[src/rtl/image_reader_14x14.sv]
// Purpose : deserialises a 14x14 binary image (7 pixels/beat, 28 beats) into a 196-bit vector.
// Latency : image_ready rises 1 cycle after the last accepted beat; all outputs registered.
// Backpr. : no input backpressure; beats arriving while an image is held are dropped and flag overrun.
// Option  : define IMAGE_READER_CHECKSUM_EN to require a trailing XOR checksum beat (adds ckerr).
module image_reader_14x14 #(
  parameter int ROW_BITS = 7,
  parameter int BEATS    = 28,
  localparam int IMG_W   = ROW_BITS * BEATS,
  localparam int CW      = $clog2(BEATS) + 1
) (
  input  logic                clk,
  input  logic                rst,
  input  logic                frame_start,
  input  logic [ROW_BITS-1:0] data_in,
  input  logic                data_valid,
  input  logic                image_ack,
  output logic [IMG_W-1:0]    image_data,
  output logic                image_ready,
  output logic [CW-1:0]       beat_count,
  output logic                overrun
`ifdef IMAGE_READER_CHECKSUM_EN
  ,
  output logic                ckerr
`endif
);

`ifdef IMAGE_READER_CHECKSUM_EN
  typedef enum logic [1:0] {S_LOAD, S_READY, S_CHECK, S_ERR} state_t;
  logic [ROW_BITS-1:0] xor_q, xor_d;
  logic                ckerr_d;
`else
  typedef enum logic [1:0] {S_LOAD, S_READY} state_t;
`endif

  state_t            state_q, state_d;
  logic [IMG_W-1:0]  image_d;
  logic              ready_d;
  logic [CW-1:0]     cnt_d;
  logic [CW-1:0]     slot;
  logic              ovr_d;

  // State register
  always_ff @(posedge clk) begin
    if (rst) state_q <= S_LOAD;
    else     state_q <= state_d;
  end

  // Next-state and next-output logic; every output is registered below
  always_comb begin
    state_d = state_q;
    image_d = image_data;
    ready_d = image_ready;
    cnt_d   = beat_count;
    ovr_d   = overrun;
    slot    = beat_count;
`ifdef IMAGE_READER_CHECKSUM_EN
    xor_d   = xor_q;
    ckerr_d = ckerr;
`endif
    // frame_start clears overrun anywhere; a dropped beat in READY below still re-sets it
    if (frame_start) ovr_d = 1'b0;
    case (state_q)
      S_LOAD: begin
        if (frame_start) begin
          slot  = '0;
          cnt_d = '0;
`ifdef IMAGE_READER_CHECKSUM_EN
          xor_d = '0;
`endif
        end
        if (data_valid) begin
          for (int k = 0; k < BEATS; k++) begin
            if (slot == CW'(k)) image_d[k*ROW_BITS +: ROW_BITS] = data_in;
          end
          cnt_d = slot + CW'(1);
`ifdef IMAGE_READER_CHECKSUM_EN
          xor_d = xor_d ^ data_in;
          if (cnt_d == CW'(BEATS)) state_d = S_CHECK;
`else
          if (cnt_d == CW'(BEATS)) begin
            state_d = S_READY;
            ready_d = 1'b1;
          end
`endif
        end
      end
      S_READY: begin
        if (data_valid) ovr_d = 1'b1;
        if (image_ack) begin
          state_d = S_LOAD;
          ready_d = 1'b0;
          cnt_d   = '0;
`ifdef IMAGE_READER_CHECKSUM_EN
          xor_d   = '0;
`endif
        end
      end
`ifdef IMAGE_READER_CHECKSUM_EN
      // Waiting for the checksum beat; frame_start abandons the frame (that cycle's beat is dropped)
      S_CHECK: begin
        if (frame_start) begin
          state_d = S_LOAD;
          cnt_d   = '0;
          xor_d   = '0;
        end else if (data_valid) begin
          if (data_in == xor_q) begin
            state_d = S_READY;
            ready_d = 1'b1;
          end else begin
            state_d = S_ERR;
            ckerr_d = 1'b1;
          end
        end
      end
      S_ERR: begin
        if (frame_start) begin
          state_d = S_LOAD;
          cnt_d   = '0;
          ckerr_d = 1'b0;
          xor_d   = '0;
        end
      end
`endif
      default: state_d = S_LOAD;
    endcase
  end

  // Output and datapath registers
  always_ff @(posedge clk) begin
    if (rst) begin
      image_data  <= '0;
      image_ready <= 1'b0;
      beat_count  <= '0;
      overrun     <= 1'b0;
`ifdef IMAGE_READER_CHECKSUM_EN
      xor_q       <= '0;
      ckerr       <= 1'b0;
`endif
    end else begin
      image_data  <= image_d;
      image_ready <= ready_d;
      beat_count  <= cnt_d;
      overrun     <= ovr_d;
`ifdef IMAGE_READER_CHECKSUM_EN
      xor_q       <= xor_d;
      ckerr       <= ckerr_d;
`endif
    end
  end

endmodule
[config.mk]
export PLATFORM = sky130hd
export DESIGN_NAME = image_reader_14x14
export DESIGN_NICKNAME = d
export VERILOG_FILES = /design/src/rtl/image_reader_14x14.sv
export SDC_FILE = /design/constraint.sdc
export NUM_CORES = 1
export LEC_CHECK = 0
export CORE_MARGIN = 2
export CORE_UTILIZATION = 51
export CTS_BUF_LIST = sky130_fd_sc_hd__clkbuf_8 sky130_fd_sc_hd__clkbuf_16
export DETAILED_ROUTE_END_ITERATION = 12
export PLACE_DENSITY_LB_ADDON = 0.08
export SETUP_SLACK_MARGIN = 0.4
export SLEW_MARGIN = 20
export SYNTH_ARGS = -nofsm -noshare
export SYNTH_HDL_FRONTEND = slang
export SYNTH_SLANG_ARGS = --single-unit
export TNS_END_PERCENT = 5
[constraint.sdc]
create_clock -name clk -period 4.1 [get_ports clk]
set_clock_uncertainty 0.15 [all_clocks]
set_input_delay 1.025 -clock clk [delete_from_list [all_inputs] [get_ports clk]]
set_output_delay 1.025 -clock clk [all_outputs]
set_load 0.02 [all_outputs]
Yosys cells after proc, flatten, opt, wreduce, memory -nomap -nowiden
Cells that the tools add are included.
W data, S select, Z words.
{"block": "word_totals", "out_inout_bits": 204, "in_bits": 12, "reg_bits": 206, "word_cells": 115}
{"block": "op_classes", "eq_ne": 32, "reduce_logical": 34, "muxes": 16, "addsub": 1}
{"op": "$reduce_and A3 Y1", "n": 29}
{"op": "$eq A6 B5 Y1 const B", "n": 13}
{"op": "$eq A6 B4 Y1 const B", "n": 8}
{"op": "$eq A6 B3 Y1 const B", "n": 4}
{"op": "$mux W6", "n": 4}
{"op": "$eq A6 B2 Y1 const B", "n": 2}
{"op": "$pmux W6 S2", "n": 1}
{"op": "$add A6 B1 Y6 const B", "n": 1}
{"op": "$eq A6 B1 Y1 const B", "n": 1}
{"op": "$logic_not A6 Y1", "n": 1}
{"op": "$mux W1", "n": 6}
{"op": "$mux W2", "n": 3}
{"op": "$ne A2 B2 Y1 const B", "n": 3}
{"op": "$pmux W2 S2", "n": 1}
{"op": "$reduce_and A4 Y1", "n": 1}
{"op": "$eq A2 B1 Y1 const B", "n": 1}
{"op": "$logic_not A2 Y1", "n": 1}
{"op": "$pmux W1 S2", "n": 1}
{"op": "$reduce_and A2 Y1", "n": 1}
{"op": "$reduce_bool A2 Y1", "n": 1}

Longest topological paths before layout
{"block": "logic_depth", "ltp_word": 7, "ltp_mapped": 7}

Least setup slack after synthesis
OpenSTA, ideal clock, no wires.
{"block": "synth_path", "kind": "input to register", "from": "input frame_start", "to": "register image_data[91]", "arrival_time_ns": 2.571, "slack_ns": 1.251, "n_path_buf": 2, "required_ns": 3.822, "setup_ns": 0.128, "stages": 6, "path_cell_list": "buf_2 > or4b_1 > buf_2 > nor4_4 > mux2i_1 > nor2_1"}
{"block": "synth_via", "elab_chain_len": 4}
{"element": "start: declaration", "line_no": "13", "text": "input logic frame_start,"}
{"element": "$mux W6"}
{"element": "$mux W6", "line_no": "62", "text": "case (state_q)"}
{"element": "$eq A6 B4 Y1", "line_no": "73", "text": "if (slot == CW'(k)) image_d[k*ROW_BITS +: ROW_BITS] = data_in;"}
{"element": "$reduce_and A3 Y1 (no line)"}
{"element": "end signal: assignment", "line_no": "140", "text": "image_data <= image_d;"}
{"element": "end: declaration", "line_no": "17", "text": "output logic [IMG_W-1:0] image_data,"}
Every way passes these cells. The select of a mux whose other input is x is not followed.
A chain may end at the register's enable or synchronous reset.

Final worst setup path
{"block": "layout_path", "from": "input data_valid", "to": "register image_data[91]"}
{"block": "layout_via", "elab_chain_len": 1}
{"element": "start: declaration", "line_no": "15", "text": "input logic data_valid,"}
{"element": "$reduce_and A3 Y1 (no line)"}
Every way passes these cells.

==> reports/qor.yml <==
drt:
  wire_per_inst_um: 18.6
  drtIter0Drc: 380
  vias: 6094
  wirelength_mm: 21.1
  ant_nets: 0
  drc_errors: 0
  post_drt_via_cell_ratio: 5.37
  drt_pass1_iterations: 5
floorplanning:
  start_util_pct: 52.3
  io_pins: 216
  fp.coreArea_um2: 14600
  die_area_um2: 16000
  fp.dieW_um: 126
  die_y_um: 126
  rows: 44
power:
  leakage_nw: 4.86
  p_per_area_nw_per_um2: 373
  comb_power_share_pct: 4.1
  p_int_mw: 3.09
  p_clk_share_pct: 45.3
  seqPwrFrac_pct: 50.6
  p_sw_share_pct: 21.8
  switching_power_mw: 0.862
  vdd_drop_max_uv: 352
timing:
  period_share_pct: 76.9
  rsz0062_at_grt: "false"
  setup_viol: 0
  finalHoldViolCount: 0
  worst_pin_slew_ns: 0.994
  slew_viol_final: 0
  max_freq_ghz: 0.317
  period_minus_slack_ns: 3.15
  slew_headroom_pct: 33.5
  fin_tns_setup_ns: 0
status:
  outcome: "finished clean"
global_routing:
  grt_max_degree: 95
  antenna_found_initial: 0
  gr-total-overflow: 0
  grt_util_met1_pct: 33.3
  gr-usage-all-layers_pct: 25.6
  grtUsageMet3_pct: 7.04
  grt_pass1_vias: 5984
  busiest_layer: "met2"
  met2_usage_pct: 43.0
  grt_pass1_wl_mm: 33.1
yosys:
  async_reset_ff_share_pct: 0
  syn_inst: 742
  ys.flop_type: "dfxtp_1"
  ys_types: 40
  ys_warn_count: 0
  synth_seq_cells: 204
  syn_nets: 754
  ys_seq_area_share_pct: 53.5
  syn-cell-area_um2: 7630
  postSynthAreaPerCell_um2: 10.3
  synth_edf_count: 0
finish:
  final_cell_count_no_fill: 1135
  antenna_cells: 0
  final_layout_size_suffix_gt1_share_pct: 7.26
  final_nets: 950
  synthToLayoutAreaGrowth_pct: 38.8
critical_path:
  cp.buffers_inverters: 1
  crit_arrival_ns: 3.37
  cp_slowest_cell: "clkdlybuf4s50_1"
  crit_path_max_fanout: 12
  setup.worst_path.end_class: "flip-flop"
  r2r_cells: 4
  path_depth: 5
  worstSetupPathType: "in2reg"
  critical_path.cell_chain: "clkdlybuf4s50_1 > or4b_1 > nor4_4 > mux2i_1 > nor2_1"
  start_kind: "input pin"
  crit_family: "simple AND/OR/NAND/NOR gates"
  timing.rr.end: "image_data[91]$_SDFFE_PP0P_"
  cpPeakStageDelay_ns: 0.69
  worstPathRequired_ns: 4.31
  r2r_setup_slack_ns: 1.62
  r2r-start: "beat_count[4]$_SDFFE_PP0P_"
clocking:
  clk_pin_slew_ns: 0.06
  cts_buffer_depth: 3
  cts_tree: "yes"
  htree_levels: 1
  clock_latency_ns: 0.48
  cts_hold_buf: 0
  post_cts_resized: 0
  cts.sinks: 204
  clockRootBuffer: "clkbuf_16"
  cts_buffers: 21
  postCtsSetupBuffers: 0
min_path:
  hold_end: "overrun$_SDFF_PP0_"
  hold_start: "overrun$_SDFF_PP0_"
  min_delay_path_depth: 2
  hp-class: "reg2reg"
place:
  portBuffers: 215
  gp_congestion: 0.894
  dp.cells: 1099
  dp_hpwl_mm: 14.1
flow_run:
  drv_cap: 0
## registers in the layout, summed over array words and instances, names as in the netlist
signal / cells
overrun: 1
beat_count: 6
image_ready: 1
image_data: 196
## cells in the mapped netlist, types with 2 or more instances
library cell	n	share of area, %
and3b_1	2	0.23
nor4b_1	3	0.34
clkbuf_1	51	2.5
nand3_2	7	0.92
buf_1	2	0.098
dfxtp_1	204	54
nor2_1	201	9.9
a31oi_1	2	0.16
nor3b_2	2	0.33
a211oi_1	2	0.20
or3_1	2	0.16
a21oi_1	8	0.52
nor3b_1	4	0.39
nand2_1	4	0.20
nand2b_1	2	0.16
o21ai_0	5	0.33
nand3_1	13	0.85
o211ai_1	3	0.30
buf_2	8	0.52
mux2i_1	196	26
nor4_4	2	0.56
## cell families (layout without fill, tap and decap cells)
logic type                after synthesis  in the layout  share of synthesized area [%]
DFF                                   204            204                           53.5
muxes                                 196            196                           25.7
buffers and inverters                  62            271                           3.28
and+or+nand+nor                       256            256                           15.5
xor gates and xnor gates                1              1                          0.115
AOI/OAI and AO/OA                      23             23                           1.82
## cells in the final DEF, fill, tap and decap left out, types with 2 or more instances in the layout
| cell type | instances |
|---|---|
| inv_1 | 6 |
| buf_4 | 19 |
| clkbuf_16 | 21 |
| or3_1 | 2 |
| o211ai_1 | 3 |
| o21ai_0 | 5 |
| a21oi_1 | 8 |
| mux2i_1 | 196 |
| nor4_4 | 2 |
| clkdlybuf4s50_1 | 214 |
| nor2_1 | 201 |
| nand3_2 | 7 |
| clkbuf_8 | 3 |
| nand3_1 | 13 |
| a31oi_1 | 2 |
| dfxtp_1 | 204 |
| and3b_1 | 2 |
| a211oi_1 | 2 |
| nor3b_2 | 2 |
| nor4b_2 | 3 |
| nand2_1 | 4 |
| nor3b_1 | 4 |
| nand2b_1 | 2 |
| clkinv_2 | 4 |
## tightest hold or removal path: stages (launching register included)
cell,delay (ns)
dfxtp_1,0.32
nand2b_1,0.06
a21oi_1,0.05
## area by class of cell
cell class                 instances  area, µm²
sequential                       204       4080
multi-input combinational        476       3310
tap                              184        230
fill                            1013       4000
clock buffer                      24        567
clock inverter                    12       81.3
timing repair buffer             235       2320
## per-stage QoR
step | cell area [µm²] | hold slack (ns) | worst slack, ns | utilization, % | total power [mW]
floorplan | 7630 | 0.394 | 1.25 | - | 2.13
global placement | 9940 | 0.322 | 0.598 | 68.2 | 2.20
detailed placement | 9940 | 0.327 | 0.495 | 68.2 | 2.20
CTS | 10600 | 0.336 | 0.993 | 72.6 | 3.97
global route | 10600 | 0.346 | 0.864 | 72.6 | 4.07
finish | 10600 | 0.330 | 0.948 | 72.6 | 3.95
## metal layers
layer | share of wire, % | wire length, µm
met3 | 7.3 | 1550
met5 | 0 | 0
met2 | 47 | 9950
met1 | 44 | 9280
met4 | 1.4 | 289
## worst max-delay path by stage
stage                start                     endpoint  slack, ns
2_1_floorplan  frame_start  image_data[91]$_SDFFE_PP0P_       1.25
3_3_place_gp    data_valid  image_data[92]$_SDFFE_PP0P_       0.60
3_5_place_dp    data_valid  image_data[91]$_SDFFE_PP0P_       0.50
4_1_cts         data_valid  image_data[91]$_SDFFE_PP0P_       0.99
5_1_grt         data_valid  image_data[91]$_SDFFE_PP0P_       0.86
6_report        data_valid  image_data[91]$_SDFFE_PP0P_       0.95
## power groups by stage
| stage | sequential, mW | combinational [mW] | clock (mW) |
|---|---|---|---|
| 2_1_floorplan | 2.05 | 0.0886 | 0 |
| 3_3_place_gp | 2.04 | 0.158 | 0 |
| 3_5_place_dp | 2.04 | 0.161 | 0 |
| 4_1_cts | 2.00 | 0.161 | 1.81 |
| 5_1_grt | 2.00 | 0.171 | 1.91 |
| 6_report | 2.00 | 0.161 | 1.79 |
Note: power is estimated with default switching activity, not from simulation.
